==> config.mk <==
export PLATFORM = sky130hd
export DESIGN_NAME = ptch_fusion_integrator_flat
export DESIGN_NICKNAME = d
export VERILOG_FILES = /design/src/rtl/ptch_fusion_if.sv /design/src/rtl/ptch_fusion_integrator.sv /design/src/flat_wrapper.sv
export SDC_FILE = /design/constraint.sdc
export NUM_CORES = 1
export LEC_CHECK = 0
export ABC_AREA = 1
export BUFFER_PORTS_ARGS = -buffer_cell sky130_fd_sc_hd__buf_4
export CELL_PAD_IN_SITES_DETAIL_PLACEMENT = 1
export CELL_PAD_IN_SITES_GLOBAL_PLACEMENT = 1
export CORE_MARGIN = 3
export CORE_UTILIZATION = 25
export DETAILED_ROUTE_END_ITERATION = 6
export HOLD_SLACK_MARGIN = 0.08
export MAX_ROUTING_LAYER = met4
export PLACE_DENSITY_LB_ADDON = 0.1
export REMOVE_ABC_BUFFERS = 1
export SLEW_MARGIN = 5
export SYNTH_ARGS = -nofsm -noshare
export SYNTH_HDL_FRONTEND = slang
export SYNTH_SLANG_ARGS = --single-unit
==> constraint.sdc <==
create_clock -name clk -period 6.3 [get_ports clk]
set_clock_uncertainty 0.1 [all_clocks]
set_input_delay 0.315 -clock clk [delete_from_list [all_inputs] [get_ports clk]]
set_output_delay 0.315 -clock clk [all_outputs]
set_load 0.005 [all_outputs]
==> src/rtl/ptch_fusion_if.sv <==
// Sensor-side and controller-side signals of the pitch fusion integrator.
// Handshake: vld is a one-cycle strobe with no ready; every strobe is accepted, including back-to-back ones. ptch_vld is a one-cycle strobe toward the consumer.
interface ptch_fusion_if #(
  parameter int DATA_W = 16
) ();
  logic              vld;
  logic              clr;
  logic [DATA_W-1:0] ptch_rt;
  logic [DATA_W-1:0] AZ;
  logic [DATA_W-1:0] ptch;
  logic              ptch_vld;
  logic              settled;
  logic              sat;
  logic [1:0]        dbg_state;

  modport master (
    output vld, clr, ptch_rt, AZ,
    input  ptch, ptch_vld, settled, sat, dbg_state
  );

  modport slave (
    input  vld, clr, ptch_rt, AZ,
    output ptch, ptch_vld, settled, sat, dbg_state
  );
endinterface

==> src/rtl/ptch_fusion_integrator.sv <==
// Two-stage gyro integrator with complementary fusion toward accel pitch, boosted settle phase and saturation.
// Define OFFSET_CAL_EN to add a CAL state that measures the gyro offset from 64 samples after reset/clr.
module ptch_fusion_integrator #(
  parameter int                DATA_W         = 16,
  parameter int                INT_SHIFT      = 11,
  parameter logic [DATA_W-1:0] PTCH_RT_OFFSET = DATA_W'('h0050),
  parameter logic [DATA_W-1:0] AZ_OFFSET      = DATA_W'('h00A0),
  parameter int                ACC_GAIN       = 327,
  parameter int                ACC_SHIFT      = 13,
  parameter int                FUSION_OFF     = 1024,
  parameter int                SETTLE_SHIFT   = 3,
  parameter int                SETTLE_SMPLS   = 256
) (
  input logic          clk,
  input logic          rst,
  ptch_fusion_if.slave io_bus
);
  localparam int ACC_W  = DATA_W + INT_SHIFT;
  localparam int SUM_W  = ACC_W + 2;
  localparam int PROD_W = DATA_W + 32;
  localparam int CNT_W  = $clog2(SETTLE_SMPLS + 1);

  localparam logic [1:0] ST_SETTLE = 2'd1;
  localparam logic [1:0] ST_RUN    = 2'd2;
`ifdef OFFSET_CAL_EN
  localparam logic [1:0] ST_CAL    = 2'd0;
  localparam logic [1:0] ST_INIT   = ST_CAL;
`else
  localparam logic [1:0] ST_INIT   = ST_SETTLE;
`endif

  localparam logic signed [PROD_W-1:0] GAIN_S   = PROD_W'(ACC_GAIN);
  localparam logic signed [SUM_W-1:0]  G_RUN    = SUM_W'(FUSION_OFF);
  localparam logic signed [SUM_W-1:0]  G_SETTLE = SUM_W'(FUSION_OFF << SETTLE_SHIFT);
  localparam logic signed [SUM_W-1:0]  ACC_MAX  = {3'b000, {(ACC_W-1){1'b1}}};
  localparam logic signed [SUM_W-1:0]  ACC_MIN  = {3'b111, {(ACC_W-1){1'b0}}};
  localparam logic [CNT_W-1:0]         CNT_LAST = CNT_W'(SETTLE_SMPLS - 1);

  logic [1:0]               r_state;
  logic [CNT_W-1:0]         r_cnt;
  logic                     r_settled;
  logic                     r_s1_vld;
  logic signed [DATA_W-1:0] r_rt_c;
  logic signed [DATA_W-1:0] r_acc_p;
  logic signed [ACC_W-1:0]  r_acc;
  logic signed [DATA_W-1:0] r_ptch;
  logic                     r_ptch_vld;
  logic                     r_sat;

  logic [DATA_W-1:0]        w_rt_off;
  logic                     w_s1_ok;
  logic signed [DATA_W-1:0] w_rt_c;
  logic signed [DATA_W-1:0] w_az_c;
  logic signed [PROD_W-1:0] w_prod;
  logic signed [DATA_W-1:0] w_acc_p;
  logic signed [SUM_W-1:0]  w_g;
  logic signed [SUM_W-1:0]  w_f;
  logic signed [SUM_W-1:0]  w_sum;
  logic                     w_hi;
  logic                     w_lo;
  logic signed [ACC_W-1:0]  w_acc_nxt;
  logic                     w_unused_bits;

`ifdef OFFSET_CAL_EN
  logic [DATA_W-1:0]        r_rt_off;
  logic signed [DATA_W+5:0] r_cal_sum;
  logic [5:0]               r_cal_cnt;
  logic signed [DATA_W+5:0] w_cal_sum_nxt;

  assign w_rt_off      = r_rt_off;
  assign w_s1_ok       = (r_state != ST_CAL);
  assign w_cal_sum_nxt = r_cal_sum + {{6{io_bus.ptch_rt[DATA_W-1]}}, io_bus.ptch_rt};
  assign w_unused_bits = ^{w_prod[ACC_SHIFT-1:0], w_prod[PROD_W-1:ACC_SHIFT+DATA_W],
                           w_cal_sum_nxt[5:0]};
`else
  assign w_rt_off      = PTCH_RT_OFFSET;
  assign w_s1_ok       = 1'b1;
  assign w_unused_bits = ^{w_prod[ACC_SHIFT-1:0], w_prod[PROD_W-1:ACC_SHIFT+DATA_W]};
`endif

  // Stage 1: offset compensation and accel-to-pitch scaling
  assign w_rt_c  = io_bus.ptch_rt - w_rt_off;
  assign w_az_c  = io_bus.AZ - AZ_OFFSET;
  assign w_prod  = w_az_c * GAIN_S;
  assign w_acc_p = w_prod[ACC_SHIFT +: DATA_W];

  // Stage 2: two guard bits so the sum can be range-checked before clamping
  assign w_g   = (r_state == ST_RUN) ? G_RUN : G_SETTLE;
  assign w_f   = (r_acc_p > r_ptch) ? w_g : -w_g;
  assign w_sum = $signed({{2{r_acc[ACC_W-1]}}, r_acc}) + w_f
               - $signed({{(SUM_W-DATA_W){r_rt_c[DATA_W-1]}}, r_rt_c});
  assign w_hi  = (w_sum > ACC_MAX);
  assign w_lo  = (w_sum < ACC_MIN);
  assign w_acc_nxt = w_hi ? ACC_MAX[ACC_W-1:0] :
                     w_lo ? ACC_MIN[ACC_W-1:0] : w_sum[ACC_W-1:0];

  always_ff @(posedge clk or posedge rst) begin
    if (rst) begin
      r_state    <= ST_INIT;
      r_cnt      <= '0;
      r_settled  <= 1'b0;
      r_s1_vld   <= 1'b0;
      r_rt_c     <= '0;
      r_acc_p    <= '0;
      r_acc      <= '0;
      r_ptch     <= '0;
      r_ptch_vld <= 1'b0;
      r_sat      <= 1'b0;
`ifdef OFFSET_CAL_EN
      r_rt_off   <= PTCH_RT_OFFSET;
      r_cal_sum  <= '0;
      r_cal_cnt  <= '0;
`endif
    end else if (io_bus.clr) begin
      r_state    <= ST_INIT;
      r_cnt      <= '0;
      r_settled  <= 1'b0;
      r_s1_vld   <= 1'b0;
      r_acc      <= '0;
      r_ptch     <= '0;
      r_ptch_vld <= 1'b0;
      r_sat      <= 1'b0;
`ifdef OFFSET_CAL_EN
      r_cal_sum  <= '0;
      r_cal_cnt  <= '0;
`endif
    end else begin
      r_s1_vld <= io_bus.vld && w_s1_ok;
      if (io_bus.vld) begin
        r_rt_c  <= w_rt_c;
        r_acc_p <= w_acc_p;
      end
`ifdef OFFSET_CAL_EN
      if ((r_state == ST_CAL) && io_bus.vld) begin
        r_cal_sum <= w_cal_sum_nxt;
        r_cal_cnt <= r_cal_cnt + 6'd1;
        if (r_cal_cnt == 6'd63) begin
          r_rt_off  <= w_cal_sum_nxt[DATA_W+5:6];
          r_cal_sum <= '0;
          r_state   <= ST_SETTLE;
        end
      end
`endif
      r_ptch_vld <= r_s1_vld;
      r_sat      <= r_s1_vld && (w_hi || w_lo);
      if (r_s1_vld) begin
        r_acc  <= w_acc_nxt;
        r_ptch <= w_acc_nxt[ACC_W-1 -: DATA_W];
        // The update that hits the last settle count still used the boosted gain above
        if (r_state == ST_SETTLE) begin
          if (r_cnt == CNT_LAST) begin
            r_state   <= ST_RUN;
            r_settled <= 1'b1;
          end else begin
            r_cnt <= r_cnt + 1'b1;
          end
        end
      end
    end
  end

  assign io_bus.ptch      = r_ptch;
  assign io_bus.ptch_vld  = r_ptch_vld;
  assign io_bus.settled   = r_settled;
  assign io_bus.sat       = r_sat;
  assign io_bus.dbg_state = r_state;
endmodule
==> src/flat_wrapper.sv <==
// flat-port wrapper written by rule: the top's interface ports become plain ports
module ptch_fusion_integrator_flat 
#(
  parameter int                DATA_W         = 16,
  parameter int                INT_SHIFT      = 11,
  parameter logic [DATA_W-1:0] PTCH_RT_OFFSET = DATA_W'('h0050),
  parameter logic [DATA_W-1:0] AZ_OFFSET      = DATA_W'('h00A0),
  parameter int                ACC_GAIN       = 327,
  parameter int                ACC_SHIFT      = 13,
  parameter int                FUSION_OFF     = 1024,
  parameter int                SETTLE_SHIFT   = 3,
  parameter int                SETTLE_SMPLS   = 256
)
  (clk, rst, io_bus_vld, io_bus_clr, io_bus_ptch_rt, io_bus_AZ, io_bus_ptch, io_bus_ptch_vld, io_bus_settled, io_bus_sat, io_bus_dbg_state);
  ptch_fusion_if #(.DATA_W(DATA_W)) io_bus_i ();
  input logic clk;
  input logic rst;
  input wire logic [$bits(io_bus_i.vld)-1:0] io_bus_vld;
  input wire logic [$bits(io_bus_i.clr)-1:0] io_bus_clr;
  input wire logic [$bits(io_bus_i.ptch_rt)-1:0] io_bus_ptch_rt;
  input wire logic [$bits(io_bus_i.AZ)-1:0] io_bus_AZ;
  output wire logic [$bits(io_bus_i.ptch)-1:0] io_bus_ptch;
  output wire logic [$bits(io_bus_i.ptch_vld)-1:0] io_bus_ptch_vld;
  output wire logic [$bits(io_bus_i.settled)-1:0] io_bus_settled;
  output wire logic [$bits(io_bus_i.sat)-1:0] io_bus_sat;
  output wire logic [$bits(io_bus_i.dbg_state)-1:0] io_bus_dbg_state;
  assign io_bus_i.vld = io_bus_vld;
  assign io_bus_i.clr = io_bus_clr;
  assign io_bus_i.ptch_rt = io_bus_ptch_rt;
  assign io_bus_i.AZ = io_bus_AZ;
  assign io_bus_ptch = io_bus_i.ptch;
  assign io_bus_ptch_vld = io_bus_i.ptch_vld;
  assign io_bus_settled = io_bus_i.settled;
  assign io_bus_sat = io_bus_i.sat;
  assign io_bus_dbg_state = io_bus_i.dbg_state;
  ptch_fusion_integrator #(.DATA_W(DATA_W), .INT_SHIFT(INT_SHIFT), .PTCH_RT_OFFSET(PTCH_RT_OFFSET), .AZ_OFFSET(AZ_OFFSET), .ACC_GAIN(ACC_GAIN), .ACC_SHIFT(ACC_SHIFT), .FUSION_OFF(FUSION_OFF), .SETTLE_SHIFT(SETTLE_SHIFT), .SETTLE_SMPLS(SETTLE_SMPLS)) u_core (.clk(clk), .rst(rst), .io_bus(io_bus_i));
endmodule
[Word-level counts from Yosys, hierarchy flattened]
Index checks and enable logic that the tools add are counted.
Storage, ports and cells
  register bits after elaboration: 90
  input port bits: 36
  output and inout port bits: 21
  logic and storage cells: 56
Cells by class
  $add $sub $neg: 6
  multipliers: 1
  $lt $le $gt $ge: 3
  equality and inequality tests: 4
  multiplexer cells: 23
  bitwise logic cells: 1
  reductions and logical operators: 8
Operators by type and width (count)
  $mux 27: 4
  $mux 9: 4
  $mux 16: 2
  $add 27x29->29: 1
  $gt 29x27->1 const B: 1
  $lt 29x27->1 const B: 1
  $mux 29: 1
  $neg 29->29: 1
  $sub 29x16->29: 1
  $mul 16x10->26 const B: 1
  $gt 16x16->1: 1
  $sub 16x7->16 const B: 1
  $sub 16x8->16 const B: 1
  $mux 14: 1
  $add 9x1->9 const B: 1
  $eq 9x8->1 const B: 1
  $mux 2: 4
  $mux 1: 7
  $reduce_and 3->1: 2
  $reduce_bool 2->1: 3
  $eq 2x1->1 const B: 1
  $eq 2x2->1 const B: 1
  $ne 2x2->1 const B: 1
  $reduce_and 2->1: 1
  other kinds (3): 3

[Depth between registers and ports, before layout]
Gate-level depths: netlist of run 1.
  depth after elaboration: 11
  gate-level depth with buffers: 32
  mapped depth without buffers: 32

[Least setup slack after synthesis of run 1]
OpenSTA, ideal clock, no wires.
  path kind: input port to flip-flop
  start point: input port io_bus_AZ[5]
  end point: register u_core.r_acc_p[14]
  arrival: 4.987 ns
  required time: 6.082 ns
  setup slack: 1.095 ns
  cell stages on the path: 25
  cell sequence: inv_1 -> ha_1 -> inv_1 -> nand2_1 -> nand2_1 -> nor2_4 -> nand4_1 -> nand2_2 -> inv_1 -> ha_1 -> ha_1 -> fa_1 -> fa_1 -> fa_1 -> ha_1 -> a21oi_1 -> o21ai_0 -> a21oi_1 -> nand3_1 -> nand3_1 -> nand2_1 -> nand2_1 -> nand2_1 -> nand3_1 -> nand2_1
On the way
  word-level cells in the longest chain between the ends: 2
Ends and longest elaborated chain
  start, declared: RTL line flat_wrapper.sv:21  | input wire logic [$bits(io_bus_i.AZ)-1:0] io_bus_AZ;
  $sub 16x8->16: RTL line ptch_fusion_integrator.sv:83  | assign w_az_c = io_bus.AZ - AZ_OFFSET;
  $mul 16x10->26: RTL line ptch_fusion_integrator.sv:84  | assign w_prod = w_az_c * GAIN_S;
  end signal, assigned: RTL line ptch_fusion_integrator.sv:131  | r_acc_p <= w_acc_p;
  end, declared: RTL line ptch_fusion_integrator.sv:44  | logic signed [DATA_W-1:0] r_acc_p;
No other way between the ends.
A chain may end at the register's enable or synchronous reset.

[Final worst setup path of run 1]
  start point: input port io_bus_AZ[5]
  end point: register u_core.r_acc_p[6]
The elaborated chain is that of the path after synthesis.

==> results of run 1 <==
==> sequential cells by signal, summed over array words and instances (netlist names), 9 cells and up <==
name and cells:
u_core.io_bus.ptch 16, u_core.r_acc 11, u_core.r_acc_p 13, u_core.r_cnt 9, u_core.r_rt_c 16
==> worst paths after layout <==
kind | startpoint | endpoint | slack (ns) | cells past startpoint
max | io_bus_AZ[5] | u_core.r_acc_p[6]$_DFFE_PP0P_ | 0.76 | 27
min | io_bus_clr | u_core.r_cnt[2]$_DFFE_PP0P_ | 0.12 | 2
max reg2reg | u_core.io_bus.ptch[5]$_DFFE_PP0N_ | u_core.io_bus.ptch[10]$_DFFE_PP0N_ | 1.17 | 30
min reg2reg | u_core.r_acc_p[6]$_DFFE_PP0P_ | u_core.r_acc_p[6]$_DFFE_PP0P_ | 0.39 | 2
max in group asynchronous | rst | u_core.io_bus.ptch[11]$_DFFE_PP0N_ | 5.29 | 3
min in group asynchronous | rst | u_core.r_cnt[6]$_DFFE_PP0P_ | 0.16 | 3
==> per-layer routing <==
metal | up-vias | GRT usage | part of all wire
met4 | 0 | 0.0309 | 0.010
met5 | - | - | 0
met3 | 18 | 0.0138 | 0.017
li1 | 3930 | - | -
met2 | 50 | 0.255 | 0.51
met1 | 3608 | 0.180 | 0.46
==> logic make-up (layout without fill, tap and decap cells) <==
logic type               after synthesis  in the layout  synth area share
AO/OA/AOI/OAI                        169            169             0.104
XOR/XNOR                              42             42            0.0413
adder cells (fa/ha/maj)              194            194             0.304
buffers and inverters                238            293             0.112
flip-flops                            70             70             0.193
AND/OR/NAND/NOR                      468            468             0.246
==> final cells by class <==
type                            count  area share
Clock buffer                       10      0.0223
Clock inverter                      6     0.00683
Inverter                          206      0.0757
Multi-Input combinational cell    873       0.615
Sequential cell                    70       0.171
Tap cell                          461      0.0562
Timing Repair Buffer               71      0.0531
==> repair_timing <==
item                      CTS  global route
hold buffers                5             0
hold endpoints to repair    5             0
resized for setup           0             0
==> synthesized netlist by cell type (2+ instances only) <==
cell	instances	area, µm²
sky130_fd_sc_hd__xnor2_1	12	105
sky130_fd_sc_hd__nor2_1	72	270
sky130_fd_sc_hd__a21o_1	10	75.1
sky130_fd_sc_hd__nand2_4	2	22.5
sky130_fd_sc_hd__nor3_2	4	40.0
sky130_fd_sc_hd__o211ai_1	4	30.0
sky130_fd_sc_hd__xor2_1	29	254
sky130_fd_sc_hd__fa_1	44	881
sky130_fd_sc_hd__nor4_1	4	25.0
sky130_fd_sc_hd__buf_4	19	143
sky130_fd_sc_hd__a21oi_1	66	330
sky130_fd_sc_hd__nand2_2	14	87.6
sky130_fd_sc_hd__nand3_1	74	370
sky130_fd_sc_hd__nand3_2	23	230
sky130_fd_sc_hd__nand4_1	7	43.8
sky130_fd_sc_hd__o21ai_0	51	255
sky130_fd_sc_hd__buf_2	2	10.0
sky130_fd_sc_hd__nand2_1	236	886
sky130_fd_sc_hd__nand3b_1	5	37.5
sky130_fd_sc_hd__nor2_4	2	22.5
sky130_fd_sc_hd__buf_12	2	40.0
sky130_fd_sc_hd__dfrtp_1	69	1730
sky130_fd_sc_hd__o21bai_1	2	15.0
sky130_fd_sc_hd__nor2_2	4	25.0
sky130_fd_sc_hd__nor3_1	9	45.0
sky130_fd_sc_hd__inv_2	4	15.0
sky130_fd_sc_hd__or2_2	7	43.8
sky130_fd_sc_hd__a31oi_1	15	93.8
sky130_fd_sc_hd__inv_1	200	751
sky130_fd_sc_hd__ha_1	150	1880
sky130_fd_sc_hd__o21a_1	2	15.0
sky130_fd_sc_hd__clkbuf_1	7	26.3
sky130_fd_sc_hd__o21ai_1	9	45.0
==> power by group through the flow <==
stage	Combinational [mW]	Clock, mW	Sequential [mW]
global placement	4.40	0	0.645
floorplan	3.26	0	0.615
global route	5.01	0.583	0.651
CTS	4.44	0.572	0.639
finish	4.31	0.542	0.633
detailed placement	4.40	0	0.647
==> stage by stage <==
step / cells / util / setup WS, ns / total power, mW
2_1_floorplan: 1149 / - / 1.07 / 3.87
3_3_place_gp: 1676 / 0.278 / 0.382 / 5.05
3_5_place_dp: 1676 / 0.278 / 0.294 / 5.05
4_1_cts: 1697 / 0.288 / 0.660 / 5.65
5_1_grt: 1697 / 0.288 / 0.178 / 6.24
6_report: 1697 / 0.288 / 0.762 / 5.48
==> flow_summary_export.csv, run 1 <==
group,metric,value,unit
run_status,run_status,"complete, no violations",
die,die_width,197,µm
layout,most-common-layout-cells,"sky130_fd_sc_hd__nand2_1 (236), sky130_fd_sc_hd__inv_1 (199), sky130_fd_sc_hd__ha_1 (150), sky130_fd_sc_hd__nand3_1 (74), sky130_fd_sc_hd__nor2_1 (71)",
drt,wl_per_cell,15.3,µm
synth,synth.ff_latch_count,70,
drt,final_antenna_net_count,0,
drt,finalWirelength,26.0,mm
sta,rsz_0062_raised_after_global_routing,"no",
setup_path,endpoint_arrival_time_on_the_critical_path,5.68,ns
sta,hold_ws,0.121,ns
setup_path,timing.critical_path.slowest_stage_cell,"sky130_fd_sc_hd__fa_1",
die,placement_rows,69,
setup_path,worstPathRequired,6.44,ns
cts,clock-sinks,70,
power,int_power,2.38,mW
power,pwr_density_cell,534,nW/µm²
synth,asyncSetResetFlopFracSynth,1.00,
power,switchingPower,3.11,mW
job,maxcap_viol_count,0,
setup_path,cpLargestDelayFamily,"adder cells",
die,coreArea,35700,µm²
sta,post-route-min-period,5.54,ns
global_route,grt_antenna_before_repair,0,
sta,report.final.slew_viol_count,0,
layout,postLayoutCellArea,10300,µm²
synth,ys_dominant_reg_cell,"sky130_fd_sc_hd__dfrtp_1",
setup_path,critical_path.max_stage_delay,0.55,ns
drt,remaining_drc_errors,0,
setup_path,setup.worst_path.class,"input port to register",
setup_path,cp-start-kind,"input port",
power,combPwrFrac,0.786,
place,hpwl_dp,21.4,mm
synth,synthesis.area,9080,µm²
drt,post_drt_via_cell_ratio,4.48,
place,gp_congestion,0.787,
die,initial_cell_density_of_the_core,0.255,
die,die_h,197,µm
die,num_io_pins,57,
sta,slew-limit-headroom,0.312,
sta,setup_violations,0,
power,share_clk_of_total_power,0.099,
sta,timing_hold_violations_final,0,
cts,clk_pin_slew,0.06,ns
drt,firstDrtPassIters,4,
sta,achievable-frequency,181,MHz
synth,post_synth.cell_area_avg,7.69,µm²
setup_path,path_common_cell,"sky130_fd_sc_hd__nand2_1",
layout,syn2layout_area_growth,13.0,%
power,static-leakage-power,5.32,nW
cts,cts.root.buffer_cell,"sky130_fd_sc_hd__clkbuf_16",
global_route,groute.usage.overall,0.144,
cts,clockBufferDepth,2,
synth,synth_cell_type_count,54,
layout,layout.area.seq,1750,µm²
global_route,grt_pass1_wl,43.6,mm
synth,synth-edff-count,0,
setup_path,critPathBufInv,6,
layout,fillers,4337,
setup_path,worst-path-max-fanout,6,
synth,ys_seq_area_frac,0.193,
place,placed_area,9920,µm²
place,placement.io_buffers,56,
setup_path,worst_setup_path_end_kind,"register",
synth,synth_cells,1181,
layout,n_antenna_cell,0,
global_route,grt_max_degree,71,
sta,timing_worst_slew_pin_value,1.03,ns
power,pwr-share-seq,0.115,
cts,cts-buffers-inserted,9,
cts,htree_num_levels,3,
hold_path,worstHoldPathType,"input port to register",
layout,final_net_count,1461,
synth,synth.yosys.warnings,0,
power,p_sw_frac,0.567,
layout,multiInputGateArea,6310,µm²
cts,post_cts_setup_repair_bufs,0,
global_route,number_of_global_route_vias_before_repair,8277,
layout,post_route_cells_drive_above_1_share,0.125,
drt,drt_iter0_drcs,231,
die,fp.dieArea,38700,µm²
power,ir_worst_vdd,441,µV
cts,clock_latency,0.35,ns
drt,route.vias.total,7606,
layout,layout_commonest_cell,"sky130_fd_sc_hd__nand2_1",
sta,totalNegativeSetupSlack,0,ns
sta,finalCritPeriodShare,0.879,
cts,tritoncts,"built",
global_route,globalRoute.totalOverflow,0,
(Power assumes the default switching activity.)
==> inputs of run 2 (changes only) <==
BUFFER_PORTS_ARGS = default   (was -buffer_cell sky130_fd_sc_hd__buf_4)
CORE_UTILIZATION = 53   (was 25)
DONT_BUFFER_PORTS = 1   (was default)
==> run 2 against run 1 <==
Clock-buffer cell count is the same. Combinational power about the same. Via count rose by 1.5%. Critical endpoint unchanged. Highest routed layer unchanged.
==> flow_summary_export.csv, run 2 (synthesis gave the netlist of run 1 again) <==
group,metric,value,unit
global_route,groute.usage.overall,0.274,
cts,cts-buffers-inserted,9,
die,fp.dieArea,18700,µm²
die,initial_cell_density_of_the_core,0.544,
setup_path,r2r_cells,26,
hold_path,worstHoldPathType,"input port to register",
die,coreArea,16700,µm²
place,gp_congestion,0.941,
sta,totalNegativeSetupSlack,0,ns
die,die_width,137,µm
sta,timing_hold_violations_final,0,
die,placement_rows,47,
setup_path,critical_path.max_stage_delay,0.55,ns
sta,post-route-min-period,5.40,ns
place,hpwl_dp,19.3,mm
run_status,run_status,"complete, no violations",
layout,postLayoutCellArea,9580,µm²
global_route,grt_max_degree,71,
power,ir_worst_vdd,753,µV
power,static-leakage-power,5.05,nW
die,num_io_pins,57,
global_route,grt_antenna_before_repair,0,
drt,route.vias.total,7723,
layout,final_net_count,1407,
setup_path,critPathBufInv,5,
power,fin_total_pwr,5.46,mW
cts,clock_latency,0.34,ns
layout,final_util,0.574,
layout,syn2layout_area_growth,5.47,%
setup_path,endpoint_arrival_time_on_the_critical_path,5.52,ns
cts,tritoncts,"built",
setup_path,cp-start-kind,"input port",
setup_path,worstPathRequired,6.41,ns
die,die_h,137,µm
sta,rsz_0062_raised_after_global_routing,"no",
setup_path,worst_setup_path_end_kind,"register",
place,placement.io_buffers,0,
drt,firstDrtPassIters,4,
global_route,globalRoute.totalOverflow,0,
sta,setup_violations,0,
drt,drt_iter0_drcs,260,
setup_path,worst-path-max-fanout,6,
global_route,grt_pass1_wl,40.2,mm
cts,clock-sinks,70,
cts,clockBufferDepth,2,
drt,finalWirelength,24.1,mm
drt,remaining_drc_errors,0,
layout,layout_commonest_cell,"sky130_fd_sc_hd__nand2_1",
layout,n_antenna_cell,0,
setup_path,cpLargestDelayFamily,"adder cells",
setup_path,path_common_cell,"sky130_fd_sc_hd__nand2_1",
cts,cts.root.buffer_cell,"sky130_fd_sc_hd__clkbuf_16",
cts,post_cts_setup_repair_bufs,0,
global_route,number_of_global_route_vias_before_repair,8549,
drt,post_drt_via_cell_ratio,5.51,
sta,achievable-frequency,185,MHz
job,maxcap_viol_count,0,
layout,post_route_cells_drive_above_1_share,0.0812,
drt,final_antenna_net_count,0,
sta,slew-limit-headroom,0.326,
drt,wl_per_cell,17.2,µm
hold_path,hold_depth,2,
power,pwr_density_cell,570,nW/µm²
setup_path,setup.worst_path.class,"input port to register",
sta,timing_worst_slew_pin_value,1.00,ns
layout,most-common-layout-cells,"sky130_fd_sc_hd__nand2_1 (236), sky130_fd_sc_hd__inv_1 (199), sky130_fd_sc_hd__ha_1 (150), sky130_fd_sc_hd__nand3_1 (74), sky130_fd_sc_hd__nor2_1 (71)",
sta,finalCritPeriodShare,0.858,
cts,clk_pin_slew,0.06,ns
setup_path,timing.critical_path.slowest_stage_cell,"sky130_fd_sc_hd__fa_1",
cts,htree_num_levels,3,
setup_path,cp.depth,26,
place,placed_area,9160,µm²
sta,report.final.slew_viol_count,0,
-- run 2: timing repair --
item,4_1_cts,5_1_grt
resized for setup,0,0
hold endpoints to repair,31,0
hold buffers,11,0
-- run 2: final timing paths --
kind / from / to / slack, ns
worst max-delay path: io_bus_AZ[5] / u_core.r_acc_p[6]$_DFFE_PP0P_ / 0.90
worst min-delay path: io_bus_ptch_rt[8] / u_core.r_rt_c[8]$_DFFE_PP0P_ / 0.10
worst max register to register: u_core.io_bus.ptch[1]$_DFFE_PP0N_ / u_core.io_bus.ptch[8]$_DFFE_PP0N_ / 1.23
worst min register to register: u_core.r_rt_c[4]$_DFFE_PP0P_ / u_core.r_rt_c[4]$_DFFE_PP0P_ / 0.39
max in group asynchronous: rst / u_core.r_acc[3]$_DFFE_PP0N_ / 4.89
min in group asynchronous: rst / u_core.r_cnt[2]$_DFFE_PP0P_ / 0.62
-- run 2: routing by layer --
layer	global-route usage	wire length (µm)	vias to the layer above
met5	-	0	-
met4	0.0704	535	0
met3	0.0279	410	40
met2	0.531	13300	81
met1	0.295	9770	3783
li1	-	-	3819
-- run 2: final cells by class --
cell class,instances,area [µm²]
Fill cell,2134,7120
Multi-Input combinational cell,873,6310
Sequential cell,70,1750
Inverter,206,776
Tap cell,220,275
Clock buffer,10,239
Timing Repair Buffer,17,155
Clock inverter,6,68.8
-- run 2: where the power goes --
part	internal, mW	total [mW]	switching (mW)
clock	0.320	0.542	0.222
combinational	1.48	4.28	2.80
sequential	0.553	0.640	0.0872
-- run 2: stage by stage --
stage,hold slack (ns),setup slack [ns],instances
global route,0.117,0.514,1402
floorplan,0.281,1.07,1149
global placement,0.283,0.719,1375
detailed placement,0.292,0.518,1375
finish,0.101,0.895,1402
CTS,0.0982,0.875,1402
==> inputs of run 3 (changes only) <==
clock period = 6.8 ns   (was 6.3 ns; I/O delays follow)
==> run 3 against run 2 <==
Non-clock buffer count shrank 5. Worst setup slack gained 0.42 ns. Sequential cell count is the same. Utilization shrank 0.12 points. Combinational power shrank 7.2%. Via count grew 0.39%. Critical endpoint is now u_core.r_acc_p[14]$_DFFE_PP0P_. Highest routed layer unchanged.
==> flow_summary_export.csv, run 3 (synthesis gave the netlist of run 1 again) <==
group,metric,value,unit
layout,syn2layout_area_growth,5.25,%
drt,firstDrtPassIters,4,
power,pwr_density_cell,534,nW/µm²
drt,finalWirelength,24.7,mm
layout,layout_commonest_cell,"sky130_fd_sc_hd__nand2_1",
sta,finalCritPeriodShare,0.807,
place,placement.io_buffers,0,
place,hpwl_dp,19.5,mm
setup_path,path_common_cell,"sky130_fd_sc_hd__nand2_1",
global_route,grt_pass1_wl,40.8,mm
sta,slew-limit-headroom,0.289,
cts,cts-resized-gates,0,
place,dp_worst_setup_slack,0.878,ns
cts,clk_pin_slew,0.07,ns
layout,post_route_cells_drive_above_1_share,0.0790,
setup_path,worst-path-max-fanout,12,
setup_path,worst_setup_path_end_kind,"register",
sta,post-route-min-period,5.49,ns
die,initial_cell_density_of_the_core,0.544,
drt,post_drt_via_cell_ratio,5.55,
hold_path,worstHoldPathType,"input port to async pin",
run_status,run_status,"complete, no violations",
setup_path,critPathBufInv,3,
die,num_io_pins,57,
power,ir_worst_vdd,895,µV
global_route,grt_max_degree,71,
die,die_width,137,µm
setup_path,worstPathRequired,6.92,ns
cts,cts.root.buffer_cell,"sky130_fd_sc_hd__clkbuf_16",
die,fp.dieArea,18700,µm²
layout,most-common-layout-cells,"sky130_fd_sc_hd__nand2_1 (236), sky130_fd_sc_hd__inv_1 (199), sky130_fd_sc_hd__ha_1 (150), sky130_fd_sc_hd__nand3_1 (74), sky130_fd_sc_hd__nor2_1 (71)",
global_route,grt_antenna_before_repair,0,
cts,clockBufferDepth,2,
setup_path,endpoint_arrival_time_on_the_critical_path,5.61,ns
cts,tritoncts,"built",
sta,achievable-frequency,182,MHz
job,maxcap_viol_count,0,
setup_path,setup.worst_path.class,"input port to register",
cts,ctsHoldBuffers,9,
sta,timing_worst_slew_pin_value,1.06,ns
setup_path,timing.critical_path.slowest_stage_cell,"sky130_fd_sc_hd__fa_1",
global_route,groute.usage.overall,0.280,
layout,fillers,2129,
setup_path,cpLargestDelayFamily,"adder cells",
cts,clock_latency,0.35,ns
cts,clock-sinks,70,
sta,rsz_0062_raised_after_global_routing,"no",
sta,report.final.slew_viol_count,0,
drt,remaining_drc_errors,0,
cts,htree_num_levels,3,
sta,timing_hold_violations_final,0,
setup_path,r2r_setup_slack,1.49,ns
sta,setup_violations,0,
drt,wl_per_cell,17.7,µm
drt,drt_iter0_drcs,309,
place,gp_congestion,0.852,
setup_path,critical_path.max_stage_delay,0.57,ns
setup_path,worst_r2r_endpoint,"u_core.io_bus.ptch[13]$_DFFE_PP0N_",
layout,n_antenna_cell,0,
sta,totalNegativeSetupSlack,0,ns
cts,post_cts_setup_repair_bufs,0,
global_route,globalRoute.totalOverflow,0,
die,placement_rows,47,
power,static-leakage-power,5.04,nW
die,die_h,137,µm
setup_path,worstReg2RegStart,"u_core.io_bus.ptch[5]$_DFFE_PP0N_",
setup_path,cp-start-kind,"input port",
layout,final_net_count,1402,
die,coreArea,16700,µm²
cts,cts-buffers-inserted,9,
drt,route.vias.total,7753,
sta,finalWorstSetupSlack,1.31,ns
setup_path,r2r_cells,26,
global_route,number_of_global_route_vias_before_repair,8560,
drt,final_antenna_net_count,0,
[run 3: worst max-delay path by stage]
stage                                          end  cells after the start         start
finish              u_core.r_acc_p[14]$_DFFE_PP0P_                     26  io_bus_AZ[5]
floorplan           u_core.r_acc_p[14]$_DFFE_PP0P_                     25  io_bus_AZ[5]
global route        u_core.r_acc_p[14]$_DFFE_PP0P_                     26  io_bus_AZ[5]
detailed placement  u_core.r_acc_p[14]$_DFFE_PP0P_                     26  io_bus_AZ[5]
CTS                 u_core.r_acc_p[14]$_DFFE_PP0P_                     26  io_bus_AZ[5]
global placement    u_core.r_acc_p[14]$_DFFE_PP0P_                     26  io_bus_AZ[5]
[run 3: layout make-up]
type                            instances  area (µm²)  area share
Tap cell                              220         275      0.0288
Inverter                              206         776      0.0811
Multi-Input combinational cell        873        6310       0.660
Clock buffer                            9         225      0.0236
Timing Repair Buffer                   12         113      0.0118
Sequential cell                        70        1750       0.183
Clock inverter                          7         105      0.0110
[run 3: per-stage QoR]
step           utilization  area (µm²)  total power, mW  instances  hold WS [ns]
2_1_floorplan            -        8840             3.59       1149         0.306
3_3_place_gp         0.547        9140             4.39       1372         0.315
3_5_place_dp         0.547        9140             4.52       1372         0.316
4_1_cts              0.573        9560             5.13       1397         0.107
5_1_grt              0.573        9560             5.67       1397         0.114
6_report             0.573        9560             5.10       1397        0.0548
[run 3: metal layers]
layer | vias to the layer above | GRT usage | wire (µm)
met1 | 3763 | 0.301 | 9780
met3 | 58 | 0.0301 | 576
met4 | 0 | 0.0937 | 792
met2 | 129 | 0.533 | 13600
met5 | - | - | 0
li1 | 3803 | - | -
[run 3: power by group]
group | total [mW] | internal (mW) | switching (mW) | leakage [nW]
Combinational | 3.97 | 1.37 | 2.60 | 3.98
Sequential | 0.597 | 0.512 | 0.0843 | 0.898
Clock | 0.540 | 0.327 | 0.213 | 0.159
